`src/rtl/mux_n_pipe.sv`:
```
// mux_n_pipe: parametrised N:1 selector with a single registered output stage.
// Every input channel and the output use a valid/ready handshake. Mode 0 steers
// by the sel input and flags out-of-range selects on sel_err. Mode 1 arbitrates
// round-robin among the valid channels.
// Optional build macro MUX_N_PIPE_STATS_EN adds two counters:
//   xfer_cnt - wrapping count of accepted transfers
//   err_cnt  - saturating count of sel_err pulses
module mux_n_pipe #(
    parameter int unsigned WIDTH = 32,
    parameter int unsigned N_IN  = 3,
    parameter int unsigned SEL_W = 2
) (
    input  logic                  clk,
    input  logic                  rst,
    input  logic [N_IN*WIDTH-1:0] in_data,
    input  logic [N_IN-1:0]       in_valid,
    output logic [N_IN-1:0]       in_ready,
    input  logic [SEL_W-1:0]      sel,
    input  logic                  mode,
    output logic [WIDTH-1:0]      out_data,
    output logic                  out_valid,
    input  logic                  out_ready,
    output logic [SEL_W-1:0]      out_src,
    output logic                  sel_err
`ifdef MUX_N_PIPE_STATS_EN
    ,
    output logic [15:0]           xfer_cnt,
    output logic [7:0]            err_cnt
`endif
);

    logic [WIDTH-1:0] out_data_q, out_data_d;
    logic             out_valid_q, out_valid_d;
    logic [SEL_W-1:0] out_src_q, out_src_d;
    logic             sel_err_q, sel_err_d;
    logic [SEL_W-1:0] rr_ptr_q, rr_ptr_d;

    logic             can_acc;
    logic             sel_ok;
    logic             grant_vld;
    logic             grant_has_valid;
    logic             xfer;
    logic [SEL_W-1:0] grant;
    logic [WIDTH-1:0] grant_data;

    logic             rr_lo_found, rr_hi_found;
    logic [SEL_W-1:0] rr_lo_grant, rr_hi_grant;
    logic [SEL_W-1:0] rr_grant;

    assign can_acc = !out_valid_q || out_ready;
    assign sel_ok  = 32'(sel) < N_IN;

    // Round-robin search: the lowest valid index at or above rr_ptr wins.
    // If there is none, the search wraps to the lowest valid index overall.
    always_comb begin
        rr_lo_found = 1'b0;
        rr_hi_found = 1'b0;
        rr_lo_grant = '0;
        rr_hi_grant = '0;
        for (int k = 0; k < int'(N_IN); k++) begin
            if (in_valid[k]) begin
                if (!rr_lo_found) begin
                    rr_lo_found = 1'b1;
                    rr_lo_grant = SEL_W'(k);
                end
                if (!rr_hi_found && (32'(k) >= 32'(rr_ptr_q))) begin
                    rr_hi_found = 1'b1;
                    rr_hi_grant = SEL_W'(k);
                end
            end
        end
        rr_grant = rr_hi_found ? rr_hi_grant : rr_lo_grant;
    end

    // Resolve the grant for the active mode and gather the granted channel's data and valid.
    always_comb begin
        grant           = mode ? rr_grant : sel;
        grant_vld       = mode ? rr_lo_found : sel_ok;
        grant_has_valid = 1'b0;
        grant_data      = '0;
        in_ready        = '0;
        for (int k = 0; k < int'(N_IN); k++) begin
            if (SEL_W'(k) == grant) begin
                grant_has_valid = in_valid[k];
                grant_data      = in_data[k*WIDTH +: WIDTH];
                in_ready[k]     = !rst && can_acc && grant_vld;
            end
        end
        xfer = !rst && can_acc && grant_vld && grant_has_valid;
    end

    // Next state of the output stage, the error pulse and the round-robin pointer.
    always_comb begin
        out_data_d  = out_data_q;
        out_src_d   = out_src_q;
        out_valid_d = out_valid_q;
        rr_ptr_d    = rr_ptr_q;
        sel_err_d   = !mode && !sel_ok && can_acc;
        if (xfer) begin
            out_data_d  = grant_data;
            out_src_d   = grant;
            out_valid_d = 1'b1;
            if (mode) begin
                rr_ptr_d = (32'(grant) == N_IN - 1) ? '0 : grant + SEL_W'(1);
            end
        end else if (out_ready) begin
            out_valid_d = 1'b0;
        end
    end

    // Output stage registers; reset drops any held word.
    always_ff @(posedge clk) begin
        if (rst) begin
            out_data_q  <= '0;
            out_valid_q <= 1'b0;
            out_src_q   <= '0;
            sel_err_q   <= 1'b0;
            rr_ptr_q    <= '0;
        end else begin
            out_data_q  <= out_data_d;
            out_valid_q <= out_valid_d;
            out_src_q   <= out_src_d;
            sel_err_q   <= sel_err_d;
            rr_ptr_q    <= rr_ptr_d;
        end
    end

    assign out_data  = out_data_q;
    assign out_valid = out_valid_q;
    assign out_src   = out_src_q;
    assign sel_err   = sel_err_q;

`ifdef MUX_N_PIPE_STATS_EN
    logic [15:0] xfer_cnt_q, xfer_cnt_d;
    logic [7:0]  err_cnt_q, err_cnt_d;

    // Transfer count wraps naturally. Error count sticks at all-ones.
    always_comb begin
        xfer_cnt_d = xfer ? xfer_cnt_q + 16'd1 : xfer_cnt_q;
        err_cnt_d  = (sel_err_d && (err_cnt_q != 8'hFF)) ? err_cnt_q + 8'd1 : err_cnt_q;
    end

    // Statistics counter registers.
    always_ff @(posedge clk) begin
        if (rst) begin
            xfer_cnt_q <= '0;
            err_cnt_q  <= '0;
        end else begin
            xfer_cnt_q <= xfer_cnt_d;
            err_cnt_q  <= err_cnt_d;
        end
    end

    assign xfer_cnt = xfer_cnt_q;
    assign err_cnt  = err_cnt_q;
`endif

endmodule

```
`config.mk`:
```
export PLATFORM = sky130hd
export DESIGN_NAME = mux_n_pipe
export DESIGN_NICKNAME = d
export VERILOG_FILES = /design/src/rtl/mux_n_pipe.sv
export SDC_FILE = /design/constraint.sdc
export NUM_CORES = 1
export LEC_CHECK = 0
export ABC_CLOCK_PERIOD_IN_PS = 1800
export BUFFER_PORTS_ARGS = -buffer_cell sky130_fd_sc_hd__buf_2
export CORE_ASPECT_RATIO = 1.1
export CORE_UTILIZATION = 39
export DETAILED_ROUTE_END_ITERATION = 7
export HOLD_SLACK_MARGIN = 0.08
export PLACE_DENSITY = 0.85
export SYNTH_ARGS = -nofsm -noshare
export SYNTH_HDL_FRONTEND = slang
export SYNTH_SLANG_ARGS = --single-unit
```
`constraint.sdc`:
```
create_clock -name clk -period 1.8 [get_ports clk]
set_input_delay 0.09 -clock clk [delete_from_list [all_inputs] [get_ports clk]]
set_output_delay 0.09 -clock clk [all_outputs]
set_load 0.01 [all_outputs]
```
# Yosys cells after proc, flatten, opt, wreduce, memory -nomap -nowiden
# Cells that the tools add are included.
# W data, S select, Z words.
dict set report totals {
  regBits 38
  in_bits 105
  out_inout_bits 39
  wordCells 62
}
dict set report classes {
  addsub 1
  order_cmp 4
  n_eq_ne 3
  muxes 32
  reduce_logical 17
}
# cell count
set op_table {}
lappend op_table {{$mux W32} 3}
lappend op_table {{$mux W1} 22}
lappend op_table {{$mux W2} 7}
lappend op_table {{$logic_and A1 B1 Y1} 7}
lappend op_table {{$logic_not A1 Y1} 6}
lappend op_table {{$ge A1 B2 Y1 const A} 2}
lappend op_table {{$add A2 B1 Y2 const B} 1}
lappend op_table {{$eq A1 B2 Y1 const A} 1}
lappend op_table {{$eq A2 B2 Y1 const A} 1}
lappend op_table {{$eq A2 B2 Y1 const B} 1}
lappend op_table {{$ge A2 B2 Y1 const A} 1}
lappend op_table {{$logic_not A2 Y1} 1}
lappend op_table {{$lt A2 B2 Y1 const B} 1}
lappend op_table {{$reduce_and A2 Y1} 1}
lappend op_table {{$reduce_bool A2 Y1} 1}
lappend op_table {{$logic_or A1 B1 Y1} 1}

# Logic depth before layout (Yosys ltp)
# Gate-level depths: netlist (run 1).
dict set report depth {
  ltp_word 19
  depth_mapped 8
  depth_no_buf 6
}

# Least setup slack after synthesis (run 1)
# No wires, ideal clock.
dict set report synth_path {
  kind {reg-to-reg}
  startpoint {register rr_ptr_q[1]}
  endpoint {register out_data_q[10], in the netlist out_data[10]}
  setup_time_ns 0.091
  arrival_time_ns 1.666
  t_required_ns 1.709
  setup_slack_ns 0.043
  stages_incl_launch_ff 8
  path_buffers 1
  period_less_slack_ns 1.757
  path_cell_list {dfxtp_1 nor2b_1 a31oi_1 nand4_1 a21bo_2 clkbuf_1 a21oi_1 a311oi_1}
}
dict set report synth_between {
  elab_chain_len 18
  word_cells_on_any_way 29
}
# element line_no
set synth_rtl {}
lappend synth_rtl {{from (decl)} 36} ;# logic [SEL_W-1:0] rr_ptr_q, rr_ptr_d;
lappend synth_rtl {{from (signal assigned)} 124} ;# rr_ptr_q <= rr_ptr_d;
lappend synth_rtl {{$ge A1 B2 Y1} 66} ;# if (!rr_hi_found && (32'(k) >= 32'(rr_ptr_q))) begin
lappend synth_rtl {{$mux W1} 66}
lappend synth_rtl {{$mux W1} 61} ;# if (in_valid[k]) begin
lappend synth_rtl {{$logic_not A1 Y1} 66}
lappend synth_rtl {{$logic_and A1 B1 Y1} 66}
lappend synth_rtl {{$mux W1} 66}
lappend synth_rtl {{$mux W1} 61}
lappend synth_rtl {{$logic_not A1 Y1} 66}
lappend synth_rtl {{$logic_and A1 B1 Y1} 66}
lappend synth_rtl {{$mux W2 / $mux W1 (equally long branches)} 66}
lappend synth_rtl {{$mux W2 / $mux W1 (equally long branches)} 61}
lappend synth_rtl {{$mux W2 *} 72} ;# rr_grant = rr_hi_found ? rr_hi_grant : rr_lo_grant;
lappend synth_rtl {{$mux W2 *} 77} ;# grant = mode ? rr_grant : sel;
lappend synth_rtl {{$logic_not A2 Y1} 83} ;# if (SEL_W'(k) == grant) begin
lappend synth_rtl {{$mux W1 (3 in a row)} 83}
lappend synth_rtl {{$logic_and A1 B1 Y1} 89} ;# xfer = !rst && can_acc && grant_vld && grant_has_valid;
lappend synth_rtl {{to (signal assigned)} 120} ;# out_data_q <= out_data_d;
lappend synth_rtl {{to (decl)} 32} ;# logic [WIDTH-1:0] out_data_q, out_data_d;
# Mark *: on every way between the ends. The rest lies on a longest branch, timed or not.
# A chain may end at the register's enable or synchronous reset.

# Final worst setup path (run 1)
dict set report layout_path {
  startpoint {register out_valid_q, in the netlist out_valid}
  endpoint {output port in_ready[2]}
}
dict set report layout_between {
  elab_chain_len 5
}
# element line_no
set layout_rtl {}
lappend layout_rtl {{from (decl)} 33} ;# logic out_valid_q, out_valid_d;
lappend layout_rtl {{from (signal assigned)} 121} ;# out_valid_q <= out_valid_d;
lappend layout_rtl {{$logic_not A1 Y1} 50} ;# assign can_acc = !out_valid_q || out_ready;
lappend layout_rtl {{$logic_or A1 B1 Y1} 50}
lappend layout_rtl {{$logic_and A1 B1 Y1 (2 in a row)} 86} ;# in_ready[k] = !rst && can_acc && grant_vld;
lappend layout_rtl {{$mux W1} 83}
lappend layout_rtl {{to (decl)} 17} ;# output logic [N_IN-1:0] in_ready,
# No other way between the ends.

==> impl_results.md, run 1 <==
- Outcome: finished, violations left
- Failing checks: setup timing
- Synth unique cells: 35
- Die Y: 83.24 um
- Post-route setup slack: -3.872 ps
- Dpl cells: 448
- I/O pin cnt: 144
- Largest net degree at the start of global routing: 46
- Pleak: 1.621 nW
- Fmax: 554.4 MHz
- Count leader, synth: dfxtp_1
- Ys async rst share: 0
- Post-synth EDFFs: 0
- CP required: 1710 ps
- Final hold vios: 0
- Syn_area_per_cell: 9.589 sq um
- Syn nets: 349
- Kind of critical path: register to output port
- Synth warn: 0
- PwrDens: 726.1 nW/um^2
- Slew margin rel.: 0.7098
- Period utilization: 1.002
- Share of post-route cells with drive strength above 1: 0.5179
- Top post-synthesis cells by area: dfxtp_1, mux2i_1, a311oi_1
- Reg clk slew, reported paths: 70 ps
- Initial Util: 0.4056
- Worst slew pin tran: 435.3 ps
- Site Rows: 29
- Arr. time, crit path: 1710 ps
- DR vias/cell: 5.503
- Global route total overflow: 0
- Max Clock Skew: 4.495 ps
- Peak VDD IR: 431.2 uV
- Post-synth top flop: dfxtp_1
- Global-route wire length before repair: 10.65 mm
- N_diodes: 0
- Max Cap Violations: 0
- Crit path cell chain: nor2b_4 > or4b_4 > inv_8 > and3_4 > buf_6
- Final Critical Period: 1804 ps
- Synth area leader: dfxtp_1
- Synth Cell Area: 2340 sq um
- Root Driver: clkbuf_8
- Post-synth top area share: 0.3251
- Maximum fanout along the worst path: 5
- Final setup vio count: 1
- TritonCTS Buffers: 5
- Chip width: 75.85 um
- Synthesis-to-layout area growth: 51.34%
- Clk_lat worst skew: 280 ps
- Gate Count Post-Synth: 244
- DRT Pass-1 Iters: 4
- DP HPWL: 4.736 mm
- IO buf count: 143
- Worst path slowest cell: or4b_4
- CTS Hold Buffers Added: 0
- Post-synthesis sequential area ratio: 0.3251
- Fin cells: 469
- Crit. End Element: output port
- CP peak stage delay: 600 ps
- # H-tree levels: 2
- Startpoint Class: register
- Core Footprint: 5769 sq um
- Vias in the first global route: 2,332
- Placer's final routability congestion estimate: 0.9058
- Pwr Total: 2.571 mW
- DR DRC count: 0
- DIE AREA: 6313 sq um
- Initial DRC Count: 85
- Total wire length: 7.249 mm
- Nets@finish: 496
- Total GRT Usage: 0.2147
- Post-synth top cells: dfxtp_1, a21oi_1, mux2i_1
- Clock tree buffer depth: 2
- CTS sink cnt: 38
- RSZ-0062 raised after global routing: yes
- Final Util: 0.6138
- WL/cell: 15.46 um
- Hold Path Class: primary input to register
- Antenna-violating nets left: 0
- Final slew viol count: 0
- Vias: 2,581
- #FFs+latches synth: 38
- CTS tree: built
- Initial antenna violation count: 0
## where the power goes
group | total, mW | switching (mW) | internal, mW | leakage, nW
sequential | 0.949 | 0.0363 | 0.913 | 0.313
combinational | 0.927 | 0.437 | 0.489 | 1.26
clock | 0.695 | 0.281 | 0.414 | 0.0524
## kinds of logic (layout without fill, tap and decap cells)
logic type      after synthesis  after routing  synth area share
buf+inv                      31            179           0.09411
mux                          34             34            0.1455
simple gates                 29             29           0.07274
compound gates              112            112            0.3626
flops                        38             38            0.3251
## metal layers
| layer | track usage | wire, um |
|---|---|---|
| met1 | 0.2594 | 3009 |
| met2 | 0.3693 | 3736 |
| met3 | 0.05340 | 414 |
| met4 | 0.05387 | 89 |
| met5 | 0 | 0 |
## through the flow
| step | cell area [sq um] | setup slack, ps | setup TNS [ps] | hold WS, ps |
|---|---|---|---|---|
| finish | 3541 | -3.872 | -3.872 | 96.82 |
| global route | 3541 | -64.19 | -1274 | 104.3 |
| CTS | 3351 | 0.7040 | 0 | 99.51 |
| detailed placement | 3108 | -52.41 | -255.8 | 403.8 |
| global placement | 3108 | 50.95 | 0 | 384.2 |
| floorplan | 2340 | 42.86 | 0 | 248.8 |
## state kept, by name, indices dropped and copies added (netlist names)
name and flops:
out_data 32, out_src 2, rr_ptr_q 2, out_valid 1, sel_err 1
## worst paths after layout
kind               start           end  slack [ps]  depth (start not counted)
max            out_valid   in_ready[2]          -4                          5
min               sel[1]       sel_err         100                          3
max reg2reg  rr_ptr_q[0]  out_data[16]          20                          8
min reg2reg   out_src[1]    out_src[1]         490                          2
## critical path, delay by kind of cell (launching register included)
kind	cells	cell delay (ps)
flip-flops	1	320
AND/OR/NAND/NOR	3	910
buffers and inverters	2	200
## what timing repair did
action	in CTS	in global routing
cloned	2	2
pin swaps	3	14
resized for setup	7	27
setup buffers	5	4
setup endpoints to repair	33	37
## final cells by class
| class | count | area (sq um) |
|---|---|---|
| clock buffer | 7 | 76.32 |
| clock inverter | 1 | 30.03 |
| fill | 503 | 2228 |
| inverter | 3 | 18.77 |
| multi-input combinational | 175 | 1456 |
| sequential | 38 | 767.0 |
| tap | 77 | 96.34 |
| timing repair buffer | 168 | 1096 |
## layout by cell type (no fill, tap or decap), drive strengths merged
cell type	Yosys	final
nor2	5	5
nand4	1	1
nand2	4	4
clkbuf	9	9
or4b	1	1
or2	2	2
and2	1	1
bufbuf	0	1
a21bo	1	1
o31ai	1	1
o21a	1	1
a21boi	2	2
nand3b	1	1
buf	19	165
mux2i	34	34
bufinv	0	1
a21oi	36	36
o21ai	4	4
nor2b	5	5
dfxtp	38	38
nor4b	1	1
nor3b	1	1
nor3	5	5
a2bb2oi	32	32
inv	3	3
a31oi	1	1
nand2b	1	1
a311oi	33	33
o211ai	1	1
and3	1	1
(Power assumes the default switching activity.)
==> run 2, diff against run 1 <==
--- a/config.mk
+++ b/config.mk
@@ -12,6 +12,7 @@
 export DETAILED_ROUTE_END_ITERATION = 7
 export HOLD_SLACK_MARGIN = 0.08
 export PLACE_DENSITY = 0.85
+export SKIP_LAST_GASP = 1
 export SYNTH_ARGS = -nofsm -noshare
 export SYNTH_HDL_FRONTEND = slang
 export SYNTH_SLANG_ARGS = --single-unit
==> run 2 against run 1 <==
  * The flow now finishes without violations
  * Sequential cell count unchanged
  * Non-clock buffer count unchanged
  * Worst setup slack improved by 3.9 ps
  * Core utilization decreased by 0.065 points
  * Hold slack improved by 1.0 ps
  * First-iteration DRC count increased by 8.2%
  * Critical path depth unchanged
  * Sequential power about the same
  * Maximum frequency increased by 0.22%
  * Final cell count unchanged
  * Via count decreased by 0.15%
==> impl_results.md, run 2 (same netlist as run 1, synthesis figures left out) <==
- Worst path slowest cell: or4b_4
- CTS sink cnt: 38 (unchanged)
- CP peak stage delay: 600 ps (about the same)
- Most common cell after layout, fill and taps aside: buf_2
- Cell area after layout: 3537 sq um (-0.11%)
- Max Cap Violations: 0 (unchanged)
- Critical path buffer and inverter count: 2 (unchanged)
- PwrDens: 725.9 nW/um^2 (about the same)
- DP HPWL: 4.736 mm (unchanged)
- Fmax: 555.6 MHz (+0.22%)
- Arr. time, crit path: 1710 ps (about the same)
- Synthesis-to-layout area growth: 51.18%
- Hold Path Class: primary input to register
- Int Pwr: 1.815 mW (about the same)
- Final Critical Period: 1800 ps (-3.907 ps)
- CTS Hold Buffers Added: 0 (unchanged)
- Max Clock Skew: 3.951 ps (-0.5442 ps)
- Final slew viol count: 0 (unchanged)
- Sequential share of power: 0.370 (about the same)
- N_diodes: 0 (unchanged)
- # H-tree levels: 2 (unchanged)
- DRT Pass-1 Iters: 4 (unchanged)
- Comb power frac: 0.360 (about the same)
- Worst min-delay path startpoint: sel[1]
- Root Driver: clkbuf_8
- Crit. End Element: output port
- Worst r2r src: rr_ptr_q[0]
- DIE AREA: 6313 sq um (unchanged)
- Sw frac: 0.2930 (-0.0003397)
- Antenna-violating nets left: 0 (unchanged)
- Largest net degree at the start of global routing: 46 (unchanged)
- Kind of critical path: register to output port
- Clk_lat worst skew: 280 ps (about the same)
- Maximum fanout along the worst path: 5 (unchanged)
- Startpoint Class: register
- Placer's final routability congestion estimate: 0.9058 (unchanged)
- Most frequent cells in the layout: buf_2, a21oi_1, dfxtp_1
- IO buf count: 143 (unchanged)
- Worst slew pin tran: 436.6 ps (+1.292 ps)
- TritonCTS Buffers: 5 (unchanged)
- Vias in the first global route: 2,332 (unchanged)
- DR DRC count: 0 (unchanged)
- Crit path from: out_valid
- Core Footprint: 5769 sq um (unchanged)
- Final Util: 0.6131 (-0.0006510)
- Total wire length: 7.223 mm (-0.36%)
- Max reg flops: 32 (unchanged)
- Global route total overflow: 0 (unchanged)
- CP required: 1710 ps (about the same)
- Total GRT Usage: 0.2147 (unchanged)
- Pleak: 1.620 nW (about the same)
- Fill count: 505 (+0.40%)
- I/O pin cnt: 144 (unchanged)
- Peak VDD IR: 430.6 uV (-0.15%)
- Outcome: finished clean
- Slew margin rel.: 0.7090 (-0.0008620)
- Site Rows: 29 (unchanged)
- Period utilization: 1.000 (-0.002171)
- DR vias/cell: 5.495 (-0.15%)
- WL/cell: 15.40 um (-0.36%)
- Setup TNS: 0 ps (+3.872 ps)
- Initial Util: 0.4056 (unchanged)
- Die Y: 83.24 um (unchanged)
- Global-route wire length before repair: 10.65 mm (unchanged)
- Final setup vio count: 0 (-1)
- CP delay by family, top: simple AND/OR/NAND/NOR gates
- Switching power: 0.7524 mW (-0.24%)
- Clock tree buffer depth: 2 (unchanged)
- Vias: 2,577 (-0.15%)
- Final hold vios: 0 (unchanged)
- Chip width: 75.85 um (unchanged)
- Share of post-route cells with drive strength above 1: 0.5179 (unchanged)
- RSZ-0062 raised after global routing: yes
- Initial DRC Count: 92 (+8.2%)
- Post-DP Area: 3108 sq um (unchanged)
- CTS tree: built
- Initial antenna violation count: 0 (unchanged)
- Crit path cell chain: nor2b_4 > or4b_4 > inv_8 > and3_4 > buf_6
- Reg clk slew, reported paths: 70 ps (about the same)
- Clk network pwr share: 0.271 (about the same)
- Nets@finish: 496 (unchanged)
run 2: cell types whose count changed in the layout (fill, tap and decap cells not counted):
cell,before,now
buf_6,2,3
buf_8,1,0
run 2: layout make-up:
type | instances | area [sq um] | area share
inverter | 3 | 18.77 | 0.005306
multi-input combinational | 175 | 1456 | 0.4117
timing repair buffer | 168 | 1092 | 0.3088
clock inverter | 1 | 30.03 | 0.008490
clock buffer | 7 | 76.32 | 0.02158
sequential | 38 | 767.0 | 0.2168
tap | 77 | 96.34 | 0.02724
run 2: power groups by stage:
stage	clock network (mW)	logic [mW]	registers (mW)
2_1_floorplan	0	0.473	1.00
3_3_place_gp	0	0.766	0.963
3_5_place_dp	0	0.784	0.966
4_1_cts	0.713	0.854	0.948
5_1_grt	0.751	0.995	0.958
6_report	0.695	0.924	0.949
run 2: path summary, 6_finish.rpt:
path	slack, ps	endpoint	depth (start not counted)
setup / recovery	0.04	in_ready[2]	5
hold reg to reg	490	out_src[1]	2
hold / removal	100	sel_err	3
setup reg to reg	20	out_data[16]	8
run 2: through the flow:
stage	total power [mW]	cells	hold slack [ps]	worst slack (ps)
after floorplan	1.473	244	248.8	42.86
after global routing	2.704	469	104.3	-64.19
final	2.568	469	97.84	0.03542
after detailed placement	1.749	448	403.8	-52.41
after CTS	2.514	463	99.51	-28.89
after global placement	1.729	448	384.2	50.95
run 2: repair_timing:
item                       4_1_cts  5_1_grt
gates cloned                     2        2
buffers inserted                 5        4
setup endpoints to repair       33       37
pin swaps                        3       14
resized for setup                6       27
run 2: routing by layer:
| layer | global-route usage | wire (um) |
|---|---|---|
| met5 | 0 | 0 |
| met4 | 0.05387 | 88 |
| met3 | 0.05340 | 361 |
| met2 | 0.3693 | 3736 |
| met1 | 0.2594 | 3036 |
run 2: worst register-to-register path, stage by stage, from the launching register on:
cell and delay [ps]:
dfxtp_4 380, nor2b_1 60, or2_4 240, o21ai_4 180
buf_12 150, buf_12 150, mux2i_1 220, a2bb2oi_1 190
a311oi_1 100
